## config.mk

```make
export PLATFORM = sky130hd
export DESIGN_NAME = mkio_manchester_tx
export DESIGN_NICKNAME = d
export VERILOG_FILES = /design/src/rtl/mkio_manchester_tx.sv
export SDC_FILE = /design/constraint.sdc
export NUM_CORES = 1
export LEC_CHECK = 0
export ABC_CLOCK_PERIOD_IN_PS = 2000
export BUFFER_PORTS_ARGS = -buffer_cell sky130_fd_sc_hd__buf_4
export CORE_ASPECT_RATIO = 1.5
export CORE_MARGIN = 2
export CORE_UTILIZATION = 53
export CTS_CLUSTER_SIZE = 10
export DETAILED_ROUTE_END_ITERATION = 6
export PLACE_DENSITY = 0.75
export SLEW_MARGIN = 30
export SYNTH_ARGS = -nofsm -noshare
export SYNTH_HDL_FRONTEND = slang
export SYNTH_SLANG_ARGS = --single-unit
```

## constraint.sdc

```tcl
create_clock -name clk -period 2 [get_ports clk]
set_clock_uncertainty 0.1 [all_clocks]
set_input_delay 0.3 -clock clk [delete_from_list [all_inputs] [get_ports clk]]
set_output_delay 0.3 -clock clk [all_outputs]
set_load 0.05 [all_outputs]
```

## src/rtl/mkio_manchester_tx.sv

```systemverilog
// mkio_manchester_tx: serialises 16-bit words into MKIO Manchester-II words (3-bit sync, 16 data bits, odd parity)
// with a one-word holding buffer so trains of words can go out back to back.
module mkio_manchester_tx #(
  parameter int HALF_BIT  = 25,
  parameter int MAX_WORDS = 33
) (
  input  logic        clk,
  input  logic        reset,
  input  logic [15:0] tx_data,
  input  logic        tx_cd,
  input  logic        tx_ready,
  output logic        ack,
  output logic        busy,
  output logic        tx_p,
  output logic        tx_n,
  output logic        tx_en,
  output logic        done,
  output logic        timeout
);
  localparam int CW  = $clog2(HALF_BIT);
  localparam int NW  = $clog2(MAX_WORDS + 1);
  localparam logic [1:0] IDLE   = 2'd0;
  localparam logic [1:0] SYNC   = 2'd1;
  localparam logic [1:0] DATA   = 2'd2;
  localparam logic [1:0] PARITY = 2'd3;

  logic [1:0]    state_q, state_d;
  logic [CW-1:0] hb_clk_q, hb_clk_d;
  logic [5:0]    hb_idx_q, hb_idx_d;
  logic [15:0]   buf_q, buf_d, sh_q, sh_d;
  logic [NW-1:0] cnt_q, cnt_d;
  logic          buf_cd_q, buf_cd_d, cd_q, cd_d, par_q, par_d, full_q, full_d;
  logic          ack_q, ack_d, done_q, done_d, timeout_q, timeout_d;
  logic          hb_end, word_end, at_max, accept, reload, load, hi;

  always_comb begin
    hb_end    = state_q != IDLE && hb_clk_q == CW'(HALF_BIT - 1);
    word_end  = hb_end && hb_idx_q == 6'd39;
    at_max    = cnt_q == NW'(MAX_WORDS);
    accept    = tx_ready && !full_q && !timeout_q;
    reload    = word_end && full_q && !at_max;
    load      = (state_q == IDLE && full_q) || reload;
    hb_clk_d  = (state_q == IDLE || hb_end) ? '0 : hb_clk_q + 1'b1;
    hb_idx_d  = (state_q == IDLE || word_end) ? '0 : hb_end ? hb_idx_q + 1'b1 : hb_idx_q;
    sh_d      = load ? buf_q : (hb_end && state_q == DATA && hb_idx_q[0]) ? {sh_q[14:0], 1'b0} : sh_q;
    cd_d      = load ? buf_cd_q : cd_q;
    par_d     = load ? ~^buf_q : par_q;
    cnt_d     = load ? (reload ? cnt_q + 1'b1 : NW'(1)) : cnt_q;
    state_d   = load ? SYNC :
                word_end ? IDLE :
                (hb_end && hb_idx_q == 6'd5) ? DATA :
                (hb_end && hb_idx_q == 6'd37) ? PARITY : state_q;
    // a train that hits MAX_WORDS drops whatever is still buffered
    full_d    = (word_end && at_max) || load ? 1'b0 : accept ? 1'b1 : full_q;
    buf_d     = accept ? tx_data : buf_q;
    buf_cd_d  = accept ? tx_cd : buf_cd_q;
    ack_d     = accept;
    done_d    = word_end && !reload;
    timeout_d = timeout_q || (word_end && at_max);
  end

  always_ff @(posedge clk) begin
    if (reset) begin
      state_q   <= IDLE;
      hb_clk_q  <= '0;
      hb_idx_q  <= '0;
      buf_q     <= '0;
      sh_q      <= '0;
      cnt_q     <= '0;
      buf_cd_q  <= 1'b0;
      cd_q      <= 1'b0;
      par_q     <= 1'b0;
      full_q    <= 1'b0;
      ack_q     <= 1'b0;
      done_q    <= 1'b0;
      timeout_q <= 1'b0;
    end else begin
      state_q   <= state_d;
      hb_clk_q  <= hb_clk_d;
      hb_idx_q  <= hb_idx_d;
      buf_q     <= buf_d;
      sh_q      <= sh_d;
      cnt_q     <= cnt_d;
      buf_cd_q  <= buf_cd_d;
      cd_q      <= cd_d;
      par_q     <= par_d;
      full_q    <= full_d;
      ack_q     <= ack_d;
      done_q    <= done_d;
      timeout_q <= timeout_d;
    end
  end

  // hi = positive half-bit; odd half-bits of data and parity are the complement
  always_comb begin
    hi = state_q == SYNC ? (hb_idx_q < 6'd3) ^ cd_q :
         state_q == DATA ? sh_q[15] ^ hb_idx_q[0] : par_q ^ hb_idx_q[0];
  end

  assign tx_en   = state_q != IDLE;
  assign tx_p    = tx_en & hi;
  assign tx_n    = tx_en & ~hi;
  assign busy    = full_q | tx_en;
  assign ack     = ack_q;
  assign done    = done_q;
  assign timeout = timeout_q;
endmodule

```

==> run metrics, run 1 <==
status=complete, but fails checks; failing checks=negative setup slack; FP Rows=32; R2R cell count=7; number of synthesized flops with an enable pin=0; Setup crit start=hb_idx_q[1]$_SDFFE_PP0P_; Gate Count Post-Synth=between 300 and 400; Top FF cell, synth=dfxtp_1; Synth Warn #=0; hold path startpoint=tx_data[11]; Finished Layout Cells=427; die area=5820 um2; Worst-Margin Slew=between 0.4 and 0.5 ns; vias in the first global route=2096; Worst Hold Path EP=buf_q[11]$_SDFFE_PP0P_; worst min path class=in -> reg; hold depth=3; CP peak stage delay=0.34 ns; DR vias=2319; PwrDens=753 nW/um2; setup tns final=-0.0315 ns; Synth Register Bits=58; Leak=1.33 nW; share of the synthesized area in the top cell type=0.420; Max-cap violations=0; WP data arrival=1.63 ns; global-route wire length before repair=9410 um; routed wire length=~6400 um; CTS tree=done; I/O pin count=27; sequential element share of the synthesized area=0.420; VDD IR-drop max=about 0.00045 V; CP cell instances=ha_4, nor3_2, nand2_1, xor2_2, a31o_2, buf_6; H-tree levels=3; insertion delay to the later sink of the worst-skew pair=0.35 ns; Reg-to-Reg Start=hb_idx_q[1]$_SDFFE_PP0P_; FF-to-FF End=sh_q[1]$_SDFFE_PP0P_; Iter 0 DRT Violations=108; maximum buffer depth of the clock tree=2; Die W=63.0 um; Detailed Place HPWL=3840 um; Global Route Usage Sum=0.206; Buffers on Ports=26; RSZ-0062 raised after global routing=true; hold slack=slightly below 0.09 ns; overall power=between 0.002 and 0.003 W; CP max-delay cell=dfxtp_2; worst reg-to-reg setup slack=0 ns; clock sinks=58; Crit Path Class=reg -> out; final setup fails=1; Final min period=between 2 and 2.5 ns; total gr overflow=0; CP required=between 1.5 and 2 ns; Synth cell types=45; placed insts=roughly 400; Routability Congestion=around 0.9; relative slew slack=0.731; starting density of the core=0.544; largest net degree at the start of global routing=34; Root Driver=clkbuf_8; CP endpoint kind=primary output; WL/cell=15.0 um; Worst Path Max Fanout=2; post-route ant nets=0; synthesized area per cell=a little under 9 um2; layout cells sized above 1=0.315; CTS Buf Count=9; syn_nets=between 300 and 400; Final Hold Fails=0; cell area after synthesis=2770 um2; final cycle utilization of the critical path=1.02; hold_buf cts=0; n_diodes=0; post-synth top area cell=dfxtp_1; Clk pin slew, worst setup/hold paths=0.07 ns; initial antenna violation count=0; Worst Path Buf+Inv=1; # DRC=0; Die Height=about 92 um; fmax=492 MHz; mean number of vias per cell=between 5 and 6; Pins Over Slew Limit=0; crit path launch type=flip-flop; Final Worst Setup Slack=-0.0315 ns; Core Region=5080 um2; asr flop ratio synth=0; synth top area cells=dfxtp_1 (42%), nand2_1 (6.9%), xnor2_1 (6.3%); Worst path top cell family by delay=flip-flops; P&R area growth vs syn=27.0%; nets@finish=380; DRT Pass-1 Iters=4; Crit. path cell count=6
## how the worst max path moves through the flow
stage / to
2_1_floorplan: cnt_q[1]$_SDFFE_PP0P_
3_3_place_gp: sh_q[5]$_SDFFE_PP0P_
3_5_place_dp: sh_q[11]$_SDFFE_PP0P_
4_1_cts: tx_n
5_1_grt: tx_n
6_report: tx_n
## cells in the mapped netlist, drive strengths merged, types with 2 or more instances
cell type  count
a211oi        19
a21oi         25
a31oi          2
and3           3
buf            8
clkbuf         7
dfxtp         58
ha             6
inv            8
mux2i         17
nand2         51
nand3          7
nand3b         3
nor2          40
nor3           9
nor4b          2
o21ai          3
xnor2         20
xor2           5
## worst register-to-register path, stage by stage (launching register included)
cell	delay [ns]
dfxtp_2	0.36
ha_4	0.14
buf_4	0.12
and4bb_2	0.27
nand3_4	0.10
o31a_2	0.40
buf_6	0.17
a211oi_1	0.24
## power breakdown
group / switching (W) / internal, W / leakage, nW
registers: 0.0000482 / 0.00121 / 0.475
logic: 0.000216 / 0.000186 / 0.765
clock network: 0.000499 / 0.000481 / 0.0882
total: 0.000764 / 0.00188 / 1.33
## registers in the layout (all words and copies together), names as in the netlist, 2 cells and up
| signal | cells |
|---|---|
| sh_q | 16 |
| hb_idx_q | 6 |
| state_q | 2 |
| cnt_q | 6 |
| buf_q | 16 |
| hb_clk_q | 5 |
## final cells by class
class / count / area (um2)
Clock buffer: 10 / 138
Clock inverter: 6 / 42.5
Fill cell: 394 / 1570
Inverter: 8 / 30.0
Multi-Input combinational cell: 229 / 1620
Sequential cell: 58 / 1160
Tap cell: 68 / 85.1
Timing Repair Buffer: 48 / 435
## cells by family (layout without fill, tap and decap cells)
logic type | Yosys count | in the layout | synth area share
mux | 17 | 17 | 0.0615
compound gates | 55 | 56 | 0.136
simple gates | 125 | 125 | 0.227
xor+xnor | 25 | 25 | 0.0792
fa+ha+maj | 6 | 6 | 0.0271
buf+inv | 23 | 72 | 0.0493
flops | 58 | 58 | 0.420
## metrics by stage
stage / setup slack [ns] / util / area, um2
6_report: -0.0315 / 0.690 / 3510
5_1_grt: -0.119 / 0.690 / 3510
4_1_cts: -0.0369 / 0.650 / 3300
3_5_place_dp: 0.0800 / 0.604 / 3070
3_3_place_gp: 0.123 / 0.604 / 3070
2_1_floorplan: 0.100 / - / 2770
## what timing repair did
item                       CTS  global route
gates cloned                 0             4
pin swaps                    3             3
setup endpoints to repair    3            16
setup buffers                2             3
resized for setup            9            30
## per-layer routing
layer  part of all wire  GRT usage  vias up
met5                  0          0        -
met3              0.026     0.0474       17
met1               0.40      0.232     1111
met4              0.026      0.120        0
met2               0.55      0.352       38
li1                   -          -     1153
## cell usage in the layout (no fill, tap or decap), drive strengths merged, types with 2 or more instances in the layout
cell type  synthesis  layout
dfxtp             58      58
nand2             51      51
buf                8      46
nor2              40      40
a21oi             25      25
xnor2             20      20
a211oi            19      19
mux2i             17      17
clkbuf             7      12
nor3               9       9
inv                8       8
nand3              7       7
ha                 6       6
xor2               5       5
clkinv             0       4
nand3b             3       3
and3               3       3
o21ai              3       3
a31oi              2       2
clkinvlp           0       2
nor4b              2       2
o31a               1       2
Note: power is estimated with default switching activity, not from simulation.
==> inputs of run 2 (changes only) <==
Settings changed: RECOVER_POWER set to 50.
==> run 2 against run 1 <==
Against the previous run: the run still ends with negative setup slack left; critical endpoint unchanged; clock power about the same; maximum frequency about the same; wire length increased by 0.23%; largest cell class unchanged; critical path depth unchanged; via count about the same; count of clock-buffer cells in the layout unchanged; sequential power about the same; critical path type unchanged; worst hold slack improved by 0.00097 ns; largest power group unchanged.
==> run metrics, run 2 (same netlist as run 1, synthesis figures left out) <==
WP data arrival=between 1.5 and 2 ns; relative slew slack=0.419; clock sinks=58; PwrDens=759 nW/um2; CTS tree=done; die area=5820 um2; Routability Congestion=0.914; maximum buffer depth of the clock tree=2; Leak=1.31 nW; Iter 0 DRT Violations=99; Seq pwr share=0.477; Detailed Place HPWL=approximately 3800 um; Global Route Usage Sum=0.206; filler instances=403; Worst-Margin Slew=0.872 ns; vias in the first global route=around 2100; Register Area=between 1000 and 1500 um2; CP endpoint kind=primary output; internal power=0.00188 W; WL/cell=15.0 um; CP required=1.60 ns; most common cell after layout, fill and taps aside=dfxtp_1; starting density of the core=0.544; commonest non-fill, non-tap cells in the layout=dfxtp_1 (55), nand2_1 (51), buf_4 (36); largest net degree at the start of global routing=34; status=complete, but fails checks; Root Driver=clkbuf_8; multi-input gate area in the final layout=1600 um2; total gr overflow=0; Crit Path Class=reg -> out; dpl ws=roughly 0.08 ns; FP Rows=32; initial antenna violation count=0; global-route wire length before repair=9410 um; Final Worst Setup Slack=-0.0316 ns; Final Hold Fails=0; Area after DPL=3070 um2; Switching Power=0.000764 W; Core Region=5080 um2; failing checks=negative setup slack; I/O pin count=27; CTS Buf Count=9; crit path launch type=flip-flop; overall power=0.00264 W; final cycle utilization of the critical path=1.02; H-tree levels=3; Pins Over Slew Limit=0; Largest regs=buf_q x16, sh_q x16; setup tns final=-0.0316 ns; switch share=0.289; Die W=63.0 um; Final min period=slightly above 2 ns; # DRC=0; P&R area growth vs syn=25.9%; fmax=492 MHz; Worst Path Max Fanout=2; routed wire length=6400 um; Max-cap violations=0; insertion delay to the later sink of the worst-skew pair=roughly 0.35 ns; mean number of vias per cell=between 5 and 6; Clk pin slew, worst setup/hold paths=~0.070 ns; nets@finish=380; combinational power share=0.151; RSZ-0062 raised after global routing=true; post-route ant nets=0; VDD IR-drop max=between 0.0004 and 0.0005 V; Buffers on Ports=26; DRT Pass-1 Iters=4; Clock Power Share=0.372; n_diodes=0; fin area=3480 um2; Die Height=92.5 um; layout cells sized above 1=0.301; DR vias=2321; final setup fails=1; R2R cell count=7; hold depth=3; worst min path class=in -> reg; hold_buf cts=0
run 2: changes by cell type in the layout (fill, tap and decap cells not counted):
cell,before,now
nand4b_1,0,1
clkbuf_1,0,4
nand4b_4,1,0
buf_4,40,36
run 2: area by class of cell:
class,count,area share
clock inverters,6,0.0122
inverters,8,0.00863
flip-flops and latches,58,0.335
clock buffers,10,0.0395
multi-input cells,229,0.460
well taps,68,0.0244
repair buffers,48,0.121
run 2: what timing repair did:
action,in CTS,in global routing
cloned,0,4
setup endpoints to repair,3,16
setup buffers,2,3
hold endpoints to repair,0,0
gates resized for setup,9,30
pin swaps,3,3
run 2: worst max-delay path: stages (launching register included):
cell and delay [ns]:
dfxtp_2 0.34, ha_4 0.16, nor3_2 0.15, nand2_1 0.10, xor2_2 0.17, a31o_2 0.21, buf_6 0.15
run 2: final timing paths:
kind | from | to | slack, ns
max | hb_idx_q[1]$_SDFFE_PP0P_ | tx_n | -0.03
min | tx_data[11] | buf_q[11]$_SDFFE_PP0P_ | 0.09
max reg2reg | hb_idx_q[1]$_SDFFE_PP0P_ | sh_q[1]$_SDFFE_PP0P_ | 0
min reg2reg | buf_cd_q$_SDFFE_PP0P_ | buf_cd_q$_SDFFE_PP0P_ | 0.36
run 2: power by group through the flow:
stage / clock, W / sequential, W / combinational [W]
after CTS: 0.000987 / 0.00126 / 0.000342
after floorplan: 0 / 0.00127 / 0.000255
after global routing: 0.00104 / 0.00127 / 0.000429
after detailed placement: 0 / 0.00128 / 0.000339
after global placement: 0 / 0.00128 / 0.000331
final: 0.000982 / 0.00126 / 0.000400
run 2: metal layers:
layer	GRT usage	share of wire	vias to the layer above
li1	-	-	1151
met1	0.232	0.40	1126
met2	0.352	0.55	31
met3	0.0474	0.023	13
met4	0.120	0.022	0
met5	0	0	-
run 2: stage by stage:
step	cells	util	hold slack, ns
floorplan	309	-	0.330
global placement	402	0.604	0.344
detailed placement	402	0.604	0.356
CTS	420	0.650	0.0903
global route	427	0.685	0.0933
finish	427	0.685	0.0904
==> inputs of run 3 (changes only) <==
Settings changed: ABC_CLOCK_PERIOD_IN_PS 2000 to 2100, CORE_UTILIZATION 53 to 58, PLACE_DENSITY 0.75 to 0.78.
Clock period 2 ns to 2.1 ns, I/O delays scaled along.
==> run 3 against run 2 <==
Against the previous run: first-iteration DRC count decreased by 5.1%; power decreased by 3.0%; flip-flop and latch count unchanged; the flow now finishes without violations; sequential share of layout area increased by 2.2 points; largest power group unchanged; count of clock-buffer cells in the layout increased by 1; core utilization increased by 3.4 points; highest routed layer unchanged; die area decreased by 8.2%; clock power increased by 6%; register-to-register slack improved by 0.13 ns; critical path depth unchanged; wire length decreased by 11%.
==> run metrics, run 3 (same netlist as run 1, synthesis figures left out) <==
crit path launch type=flip-flop; Clock Power Share=0.406; layout cells sized above 1=0.205; CTS Buf Count=9; hold_buf cts=0; die area=about 5300 um2; WL/cell=13.9 um; Global Route Usage Sum=0.242; P&R area growth vs syn=18.1%; VDD IR-drop max=0.000511 V; internal power=0.00191 W; status=completed; overall power=0.00256 W; WP data arrival=1.62 ns; RSZ-0062 raised after global routing=true; vias in the first global route=~2100; maximum buffer depth of the clock tree=2; Routability Congestion=0.893; Largest regs=buf_q x16, sh_q x16; Leak=1.23 nW; n_diodes=0; I/O pin count=27; # DRC=0; final setup fails=0; largest net degree at the start of global routing=32; switch share=0.256; commonest non-fill, non-tap cells in the layout=dfxtp_1 (55), nand2_1 (51), nor2_1 (38); Buffers on Ports=26; Root Driver=clkbuf_8; Final min period=2.03 ns; global-route wire length before repair=9410 um; Clk pin slew, worst setup/hold paths=around 0.070 ns; Detailed Place HPWL=3930 um; most common cell after layout, fill and taps aside=dfxtp_1; Worst Path Max Fanout=5; DRT Pass-1 Iters=4; Die Height=88.6 um; DR vias=between 2000 and 2500; utilization after layout=0.719; Iter 0 DRT Violations=94; fmax=492 MHz; post-route ant nets=0; Core Region=4540 um2; Max-cap violations=0; FP Rows=30; Die W=a little over 60 um; mean number of vias per cell=5.39; setup tns final=0 ns; final cycle utilization of the critical path=0.968; insertion delay to the later sink of the worst-skew pair=0.34 ns; routed wire length=5690 um; CP endpoint kind=primary output; Worst-Margin Slew=0.859 ns; clock sinks=just under 60; Seq pwr share=0.467; Crit Path Class=reg -> out; nets@finish=between 300 and 400; Switching Power=0.000655 W; dpl ws=approximately 0.057 ns; initial antenna violation count=0; combinational power share=0.127; relative slew slack=0.427; Final Hold Fails=0; starting density of the core=0.609; worst reg-to-reg setup slack=0.13 ns; Final Worst Setup Slack=~0.067 ns; worst min path class=in -> reg; H-tree levels=3; total gr overflow=0; Pins Over Slew Limit=0; CTS tree=done; CP required=1.68 ns; PwrDens=between 700 and 800 nW/um2
-- run 3: worst paths after layout --
| check | start | end | depth (start not counted) |
|---|---|---|---|
| max | hb_idx_q[1]$_SDFFE_PP0P_ | tx_p | 6 |
| min | tx_data[1] | buf_q[1]$_SDFFE_PP0P_ | 3 |
| max reg2reg | hb_clk_q[0]$_SDFF_PP0_ | sh_q[8]$_SDFFE_PP0P_ | 8 |
| min reg2reg | buf_cd_q$_SDFFE_PP0P_ | buf_cd_q$_SDFFE_PP0P_ | 2 |
-- run 3: power groups by stage --
stage	clock network (W)	registers (W)	logic, W
after detailed placement	0	0.00122	0.000322
after global placement	0	0.00122	0.000317
final	0.00104	0.00120	0.000325
after CTS	0.00106	0.00120	0.000328
after global routing	0.00111	0.00120	0.000358
after floorplan	0	0.00121	0.000242
-- run 3: critical path, cell delays in order (launching register included) --
cell and delay [ns]:
dfxtp_2 0.34, ha_4 0.18, nor3_2 0.10, nand2_1 0.08
xor2_1 0.17, o21ai_1 0.22, buf_6 0.20
-- run 3: routing by layer --
metal  GRT usage  up-vias  wire [um]
met2       0.414       39       3010
li1            -     1125          -
met4       0.149        0        216
met3      0.0585       19        181
met1       0.263     1026       2290
met5           0        -          0
-- run 3: metrics by stage --
step	hold slack [ns]	cells	cell area [um2]
after floorplan	0.330	309	2770
after global placement	0.341	394	3030
after detailed placement	0.351	394	3030
after CTS	0.105	410	3260
after global routing	0.105	410	3260
final	0.118	410	3260
-- run 3: cell type report --
type | instances | area, um2
multi-input cells | 228 | 1490
fillers | 341 | 1280
flip-flops and latches | 58 | 1160
repair buffers | 36 | 292
clock buffers | 11 | 151
well taps | 64 | 80.1
clock inverters | 5 | 52.6
inverters | 8 | 30.0
-- run 3: what timing repair did --
action | in CTS | in global routing
buffers inserted | 1 | 0
pin swaps | 1 | 1
cloned | 0 | 0
setup endpoints to repair | 2 | 9
gates resized for setup | 6 | 6
